## config.mk

```make
export PLATFORM = sky130hd
export DESIGN_NAME = jpeg_bit_packer
export DESIGN_NICKNAME = d
export VERILOG_FILES = /design/src/rtl/jpeg_bit_packer.sv
export SDC_FILE = /design/constraint.sdc
export NUM_CORES = 1
export LEC_CHECK = 0
export ABC_AREA = 1
export CAP_MARGIN = 40
export CORE_ASPECT_RATIO = 1.2
export CORE_MARGIN = 3
export CORE_UTILIZATION = 41
export DETAILED_ROUTE_END_ITERATION = 12
export MAX_ROUTING_LAYER = met4
export REMOVE_ABC_BUFFERS = 1
export SLEW_MARGIN = 30
export SYNTH_ARGS = -nofsm -noshare
export SYNTH_HDL_FRONTEND = slang
export SYNTH_SLANG_ARGS = --single-unit
```

## constraint.sdc

```tcl
create_clock -name clock -period 3.2 [get_ports clock]
set_input_delay 0.64 -clock clock [delete_from_list [all_inputs] [get_ports clock]]
set_output_delay 0.64 -clock clock [all_outputs]
set_load 0.02 [all_outputs]
```

## src/rtl/jpeg_bit_packer.sv

```systemverilog
// Packs right-aligned variable-length Huffman codes MSB-first into an entropy-coded
// byte stream, with optional 0x00 stuffing after 0xFF and 1-padding on flush.
module jpeg_bit_packer #(
   parameter bit STUFF_EN = 1'b1,
   parameter int MAX_LEN  = 16
) (
   input  logic        clock,
   input  logic        reset_n,
   input  logic        code_valid,
   output logic        code_ready,
   input  logic [15:0] code_bits,
   input  logic [7:0]  code_len,
   input  logic        flush,
   output logic        byte_valid,
   input  logic        byte_ready,
   output logic [7:0]  byte_data,
   output logic        flush_done,
   output logic        busy
);

   // state    | meaning
   // ST_RUN   | accepting codes, emitting whole bytes
   // ST_FLUSH | no codes accepted; drain, pad last partial byte, then pulse flush_done
   typedef enum logic {ST_RUN, ST_FLUSH} state_t;

   state_t      state_q, state_d;
   logic [23:0] acc_q, acc_d;
   logic [4:0]  cnt_q, cnt_d;
   logic        stuff_pending_q, stuff_pending_d;
   logic [7:0]  byte_data_q, byte_data_d;
   logic        byte_valid_q, byte_valid_d;
   logic        flush_done_q, flush_done_d;

   logic [4:0]  len_eff;
   logic [15:0] code_mask;
   logic [5:0]  shift_amt;
   logic [23:0] code_ins;
   logic [7:0]  pad_byte;
   logic        slot_free;
   logic        accept;

   assign code_ready = (state_q == ST_RUN) && (cnt_q < 5'd8);
   assign slot_free  = !byte_valid_q || byte_ready;
   assign accept     = code_valid && code_ready;
   assign byte_valid = byte_valid_q;
   assign byte_data  = byte_data_q;
   assign flush_done = flush_done_q;
   assign busy       = (cnt_q != 5'd0) || byte_valid_q || stuff_pending_q || (state_q == ST_FLUSH);

   always_comb begin
      len_eff = (code_len > 8'(MAX_LEN)) ? 5'(MAX_LEN) : code_len[4:0];
      code_mask = 16'((17'd1 << len_eff) - 17'd1);
      // Shift amount only meaningful while accepting (cnt<8, len<=16 keeps it >=1)
      shift_amt = 6'd24 - {1'b0, cnt_q} - {1'b0, len_eff};
      code_ins  = {8'h00, code_bits & code_mask} << shift_amt;
      pad_byte  = acc_q[23:16] | (8'hFF >> cnt_q);

      state_d         = state_q;
      acc_d           = acc_q;
      cnt_d           = cnt_q;
      stuff_pending_d = stuff_pending_q;
      byte_data_d     = byte_data_q;
      byte_valid_d    = byte_valid_q;
      flush_done_d    = 1'b0;

      if (slot_free) begin
         if (stuff_pending_q) begin
            byte_data_d     = 8'h00;
            byte_valid_d    = 1'b1;
            stuff_pending_d = 1'b0;
         end else if (cnt_q >= 5'd8) begin
            byte_data_d     = acc_q[23:16];
            byte_valid_d    = 1'b1;
            acc_d           = {acc_q[15:0], 8'h00};
            cnt_d           = cnt_q - 5'd8;
            stuff_pending_d = STUFF_EN && (acc_q[23:16] == 8'hFF);
         end else if ((state_q == ST_FLUSH) && (cnt_q != 5'd0)) begin
            byte_data_d     = pad_byte;
            byte_valid_d    = 1'b1;
            acc_d           = 24'h000000;
            cnt_d           = 5'd0;
            stuff_pending_d = STUFF_EN && (pad_byte == 8'hFF);
         end else begin
            byte_valid_d    = 1'b0;
         end
      end

      // Acceptance never coincides with extraction or padding, so acc_d == acc_q here
      if (accept) begin
         acc_d = acc_d | code_ins;
         cnt_d = cnt_d + len_eff;
      end

      case (state_q)
         ST_RUN: begin
            if (flush) state_d = ST_FLUSH;
         end
         ST_FLUSH: begin
            if (slot_free && (cnt_q == 5'd0) && !stuff_pending_q) begin
               state_d      = ST_RUN;
               flush_done_d = 1'b1;
            end
         end
         default: state_d = ST_RUN;
      endcase
   end

   always_ff @(posedge clock or negedge reset_n) begin
      if (!reset_n) begin
         state_q         <= ST_RUN;
         acc_q           <= 24'h000000;
         cnt_q           <= 5'd0;
         stuff_pending_q <= 1'b0;
         byte_data_q     <= 8'h00;
         byte_valid_q    <= 1'b0;
         flush_done_q    <= 1'b0;
      end else begin
         state_q         <= state_d;
         acc_q           <= acc_d;
         cnt_q           <= cnt_d;
         stuff_pending_q <= stuff_pending_d;
         byte_data_q     <= byte_data_d;
         byte_valid_q    <= byte_valid_d;
         flush_done_q    <= flush_done_d;
      end
   end

endmodule

```

# Word level (Yosys, flattened, before mapping)
# Cells that the tools add are included.
# totals
elab_cells,64
output_inout_bits,12
inputBits,29
register_bits,41
# classes
mux,25
reduce_logical,15
n_addsub,5
eq_ne,2
order_cmp,3
n_shift,3
bitwise_logic,4
# op_table
cell,n
$mux W24,5
$mux W5,6
$mux W8,3
$or A24 B24 Y24,1
$shl A16 B6 Y24,1
$and A16 B16 Y16,1
$eq A8 B8 Y1 const B,2
$shl A1 B5 Y16 const A,1
$sub A16 B1 Y16 const B,1
$mux W1,10
$gt A8 B5 Y1 const B,1
$or A8 B8 Y8,1
$shr A8 B5 Y8 const A,1
$sub A5 B5 Y6 const A,1
$sub A6 B5 Y6,1
$add A5 B5 Y5,1
$ge A5 B4 Y1 const B,1
$logic_and A1 B1 Y1,5
$logic_not A5 Y1,1
$lt A5 B4 Y1 const B,1
$reduce_bool A5 Y1,1
$sub A5 B4 Y5 const B,1
$logic_or A1 B1 Y1,4
$reduce_bool A3 Y1,1
other kinds (4),5

# Depth between registers and ports, before layout
# Gate-level depths: netlist of run 1.
# depth
depth_word,8
ltp_mapped,22
mapped_depth_nobuf,21

# Least setup slack after synthesis of run 1
# Ideal clock, no wire load.
# synth_path
path_type,input to register
start,in code_len[2]
end,reg acc_q[20]
t_required_ns,3.134
arrival_time_ns,3.313
cell_stages,19
slack_ns,-0.179
setup_time_ns,0.066
n_path_buf,2
cell_sequence,buf_4 -> nor2_4 -> nand2_2 -> nand2_1 -> nand2_2 -> nor2_8 -> inv_1 -> ha_1 -> ha_1 -> fa_1 -> clkbuf_1 -> clkinv_1 -> nor2_1 -> nand3_1 -> nand2_1 -> inv_1 -> nand2_1 -> nand2_1 -> nand2_1
# synth_via
elab_chain_cells,8
word_cells_on_any_way,9
classes_between,2 x add/sub; 1 x order compare; 2 x shift; 2 x mux; 2 x bitwise
# synth_lines
item,line,source
"start, declared",12,"input logic [7:0] code_len,"
$gt A8 B5 Y1,51,len_eff = (code_len > 8'(MAX_LEN)) ? 5'(MAX_LEN) : code_len[4:0];
$mux W5 *,51,
$shl A1 B5 Y16,52,code_mask = 16'((17'd1 << len_eff) - 17'd1);
$sub A16 B1 Y16,52,
$and A16 B16 Y16,55,"code_ins = {8'h00, code_bits & code_mask} << shift_amt;"
$shl A16 B6 Y24 *,55,
$or A24 B24 Y24 *,90,acc_d = acc_d | code_ins;
$mux W24 *,89,if (accept) begin
net acc_d[20],27,"logic [23:0] acc_q, acc_d;"
"end signal, assigned",111,acc_q <= 24'h000000;
"end signal, assigned",119,acc_q <= acc_d;
"end, declared",27,
# The timed path passes the listed nets; every way through them passes the cells marked *.
# A chain may end at the register's enable or synchronous reset.

# Worst setup path in the final report of run 1
# layout_path
start,in code_len[4]
end,reg acc_q[20]
# The elaborated chain is that of the path after synthesis.

==> metrics.txt, run 1 <==
first-pass GRT wire length 17.95 mm; number of synthesized flops with an enable pin 0; drt drc 0; switch share 46.65%; Syn Std Cell Area 3694 sq um; H-tree depth 2; TritonCTS clock tree built; Max Buffers Root-to-Sink 2; Final Skew 0.009846 ns; final hold viol count 0; Mapped Cells 564; DRT antenna net count 0; Final Worst Setup Slack 0.1406 ns; syn_area_per_cell 6.549 sq um; Clock Power Share 11.5%; vias in the first global route 3,921; async set or reset register ratio after synthesis 100.0%; Seq/Total Area, Yosys 27.78%; Root Driver clkbuf_8; violation count after the first detailed-route iteration 255; drt first pass iters 5; post-synth cell types 40; Final period util 95.61%; CP arrival 3.24 ns; Worst VDD drop 0.2702 mV; status completed; Vias/cell 5.302; dpl ws -0.3432 ns; WL/cell 14.16 um; CP Max Fanout 5; largest net degree at the start of global routing 30; logic gate share of total power 63.0%; Clock Sinks 41; Critical Path RT 3.38 ns; Power Internal 0.001827 W; total gr overflow 0; Initial Utilization 42.67%; Yosys warnings 0; WS Path Type in2reg; top cell type's share of synthesized area 27.78%; post-layout minimum cycle time 3.059 ns; Max-slew headroom 70.61%; WL met1 4.624 mm; gpl congestion 0.9576; Pwr Total 0.003425 W; met2 WL 5.427 mm; top layer in use met4; fin. max-slew vios 0; commonest non-fill, non-tap cell in the layout nand2_1; total CTS buffers 5; CTS clk-pin slew, worst paths 0.08 ns; Synth area leaders dfrtp_1 (28%), nand2_1 (16%), nand3_1 (11%); Highest Clock Rate 326.9 MHz; area grow syn2layout 29.81%; Worst-Skew Late Latency 0.29 ns; die height 110.0 um; post-synth top area cell dfrtp_1; share of layout cells above drive strength 1 16.36%; Setup crit end kind flop; max cap viols 0; Setup Viol. Count Final 0; Power per Cell Area 714.4 nW/um^2; number of synthesized register bits 41; initial antenna violation count 0; Vias 4,056; Leak 2.469 nW; Rows 37; Layout Nets 693; Startpoint Class primary input; DP HPWL 9.074 mm; Hold WC Path Type in2async; reg2reg path depth 11; WL final 10.83 mm; die footprint 10,190 sq um; all-layer global routing usage 22.50%; Slew @ Worst Pin 0.4368 ns; most frequent cells in the layout nand2_1 (150), nand3_1 (80), inv_1 (58); switching pwr 0.001598 W; Core Region 8657 sq um; Top Ports 41; ys flop type dfrtp_1; Hold Slack 0.2343 ns; die width 92.65 um; I/O Buffers 40; Flop pwr share 25.5%; ANT cells 0; met3 wire length 283 um
-- metrics by stage --
| stage | std cells | util (%) | TNS, ns | area, sq um |
|---|---|---|---|---|
| global route | 765 | 55.38 | -0.01794 | 4795 |
| detailed placement | 757 | 53.09 | -6.738 | 4596 |
| finish | 765 | 55.38 | 0 | 4795 |
| floorplan | 547 | - | -12.42 | 3606 |
| CTS | 764 | 54.33 | 0 | 4703 |
| global placement | 755 | 52.77 | -5.907 | 4568 |
-- worst max-delay path, cell delays in order --
cell             delay, ns
clkdlybuf4s50_1       0.46
buf_4                 0.16
nor2_1                0.11
nand2_2               0.09
nor2_4                0.18
ha_1                  0.26
inv_1                 0.05
ha_1                  0.27
buf_4                 0.15
xor2_1                0.16
buf_4                 0.16
nor2_1                0.04
buf_4                 0.14
nand3_1               0.08
nand2_1               0.06
inv_1                 0.05
nand2_1               0.05
nand2_1               0.07
nand2_1               0.05
-- cell type report --
| cell class | instances | area, sq um |
|---|---|---|
| Timing Repair Buffer | 94 | 872.1 |
| Multi-Input combinational cell | 441 | 2399 |
| Tap cell | 117 | 146.4 |
| Clock inverter | 2 | 35.03 |
| Fill cell | 857 | 3862 |
| Sequential cell | 41 | 1026 |
| Clock buffer | 5 | 68.82 |
| Inverter | 65 | 247.7 |
-- cell usage after synthesis, types with 4 or more instances --
cell and number:
a21oi_1 22, o21ai_1 5, inv_1 58, nor3_1 4, o21ai_0 35, nor2_4 5
nor2_2 4, clkinv_1 4, nand4_1 23, buf_2 10, ha_1 14, nand2_1 154
nor2_1 39, a22oi_1 16, nand2_2 5, nand3_2 6, nand3_1 81, clkbuf_1 5
dfrtp_1 41, nor4_1 4
-- worst paths after layout --
kind | startpoint | endpoint | slack (ns)
setup / recovery | code_len[4] | acc_q[20] | 0.14
hold / removal | reset_n | byte_data[3] | 0.23
setup reg to reg | cnt_q[4] | cnt_q[3] | 0.72
hold reg to reg | byte_data[0] | byte_data[0] | 0.47
max in group asynchronous | reset_n | acc_q[9] | 2.51
min in group clock | byte_data[0] | byte_data[0] | 0.47
-- cells by family after synthesis --
logic type               share of synthesized area, %
buffers and inverters                           8.977
AND/OR/NAND/NOR                                 41.56
AO/OA/AOI/OAI                                   14.91
adder cells (fa/ha/maj)                         5.827
flip-flops                                      27.78
XOR/XNOR                                       0.9487
-- sequential cells by signal, indices dropped and copies added, names as in the netlist --
register         flops
state_q              1
stuff_pending_q      1
byte_data            8
byte_valid           1
flush_done           1
acc_q               24
cnt_q                5
-- repair_timing --
item	in CTS	in global routing
setup endpoints to repair	8	24
endpoints found under the hold margin	0	0
buffers inserted	0	1
pin swaps	0	13
gates resized for setup	2	30
hold buffers	0	0
gates cloned	0	0
-- routing by layer --
layer	vias to the layer above	track usage, %
li1	2063	-
met1	1869	26.02
met2	93	39.55
met3	31	1.358
met4	0	11.94
met5	-	-
-- power by group through the flow --
stage / combinational (W) / sequential [W] / clock [W]
after CTS: 0.00211 / 0.000874 / 0.000402
after global routing: 0.00242 / 0.000901 / 0.000427
after global placement: 0.00208 / 0.000883 / 0
after floorplan: 0.00123 / 0.000916 / 0
final: 0.00216 / 0.000874 / 0.000395
after detailed placement: 0.00211 / 0.000880 / 0
No activity file was read; power rests on OpenSTA's default activity.
==> run 2, diff against run 1 <==
SLEW_MARGIN = 20   (was 30)
==> run 2 against run 1 <==
  * Count of clock-buffer cells in the layout is the same
  * Non-clock buffer count shrank 1
  * Flip-flop and latch count unchanged
  * Utilization decreased by 0.38 points
  * Combinational power hardly changed
  * Critical path type is now reg2out
==> metrics.txt, run 2 (synthesis results as in run 1) <==
Rows 37; Power per Cell Area 714.5 nW/um^2; reg2reg path depth 14; RSZ-0062 raised after global routing no; WL final 10.89 mm; Leak 2.469 nW; fin area 4762 sq um; status completed; commonest non-fill, non-tap cell in the layout nand2_1; max cap viols 0; fin. max-slew vios 0; Clock Power Share 11.5%; Setup crit end kind primary output; switching pwr 0.001584 W; filler cell count 876; Critical Path RT 2.56 ns; largest reg by FF count acc_q; Clock Sinks 41; utilization after layout 55.01%; Highest Clock Rate 345.1 MHz; Max Buffers Root-to-Sink 2; Layout Nets 692; hold_buf cts 0; Final period util 90.57%; final hold viol count 0; CP arrival 2.26 ns; vias in the first global route 3,897; die width 92.65 um; Setup Viol. Count Final 0; share of layout cells above drive strength 1 15.15%; Vias/cell 5.240; Root Driver clkbuf_8; drt drc 0; Slew @ Worst Pin 0.4043 ns; Initial Utilization 42.67%; violation count after the first detailed-route iteration 244; DP HPWL 9.199 mm; max reg flops 24; switch share 46.54%; CTS clk-pin slew, worst paths 0.08 ns; Power Internal 0.001819 W; area grow syn2layout 28.93%; logic gate share of total power 62.8%; first-pass GRT wire length 18.02 mm; gpl congestion 0.9576; drt first pass iters 7; CP Max Fanout 6; Worst-Skew Late Latency 0.28 ns; WS Path Type reg2out; Worst VDD drop 0.3116 mV; Hold WC Path Type in2async; initial antenna violation count 0; total CTS buffers 5; WL/cell 14.25 um; Final Skew 0.006292 ns; largest net degree at the start of global routing 33; ANT cells 0; total gr overflow 0; Inst Count DP 757; Flop pwr share 25.7%; H-tree depth 2; TritonCTS clock tree built; Top Ports 41; Vias 4,003; Core Region 8657 sq um; Post-DP Area 4596 sq um; Startpoint Class flop; post-layout minimum cycle time 2.898 ns; Max-slew headroom 72.84%; I/O Buffers 40; DRT antenna net count 0; die footprint 10,190 sq um; filler-free cell count of the finished design 764; die height 110.0 um; all-layer global routing usage 22.56%; most frequent cells in the layout nand2_1 (152), nand3_1 (81), inv_1 (58); postcts setup bufs 0
[run 2: layer usage]
layer / vias up / track usage (%) / wire [um]
met3: 18 / 1.697 / 325
met5: - / - / 0
met2: 107 / 41.58 / 5591
met1: 1813 / 25.82 / 4610
met4: 0 / 8.272 / 359
li1: 2065 / - / -
[run 2: worst max-delay path, stage by stage, from the launching register on]
cell and delay [ns]:
dfrtp_1 0.42, nor2_2 0.23, inv_1 0.13, nor3_1 0.22, inv_1 0.10, nor2_1 0.21
nand4_1 0.11, clkdlybuf4s50_1 0.56
[run 2: through the flow]
stage	TNS [ns]	hold slack, ns	total power (W)	worst slack [ns]
final	0	0.2139	0.003403	0.3019
after floorplan	-12.42	0.3444	0.002142	-0.8104
after CTS	0	0.2067	0.003401	0.01464
after detailed placement	-6.920	0.4582	0.002992	-0.3535
after global placement	-5.907	0.4566	0.002963	-0.3048
after global routing	0	0.2031	0.003718	0.08249
[run 2: cell type report]
type,instances,area [sq um],share of cell area [%]
clock buffer,5,68.82,1.445
clock inverter,2,35.03,0.7357
inverter,65,246.5,5.176
multi-input combinational,441,2372,49.82
sequential,41,1026,21.54
tap,117,146.4,3.074
timing repair buffer,93,867.1,18.21
[run 2: power by group through the flow]
stage	sequential, W	combinational (W)	clock, W
after floorplan	0.000916	0.00123	0
after global placement	0.000883	0.00208	0
after detailed placement	0.000885	0.00211	0
after CTS	0.000874	0.00212	0.000406
after global routing	0.000898	0.00239	0.000432
final	0.000873	0.00214	0.000393
[run 2: repair_timing]
action                                  4_1_cts  5_1_grt
endpoints found under the setup margin       11       24
pin swaps                                     1       15
resized for setup                             2       22
[run 2: worst paths after layout]
| check | startpoint | endpoint | slack (ns) |
|---|---|---|---|
| max | cnt_q[4] | busy | 0.30 |
| min | reset_n | byte_valid | 0.21 |
| max reg2reg | cnt_q[1] | acc_q[15] | 0.72 |
| min reg2reg | byte_data[0] | byte_data[0] | 0.47 |
| max in group asynchronous | reset_n | acc_q[9] | 2.55 |
| min in group clock | byte_data[0] | byte_data[0] | 0.47 |
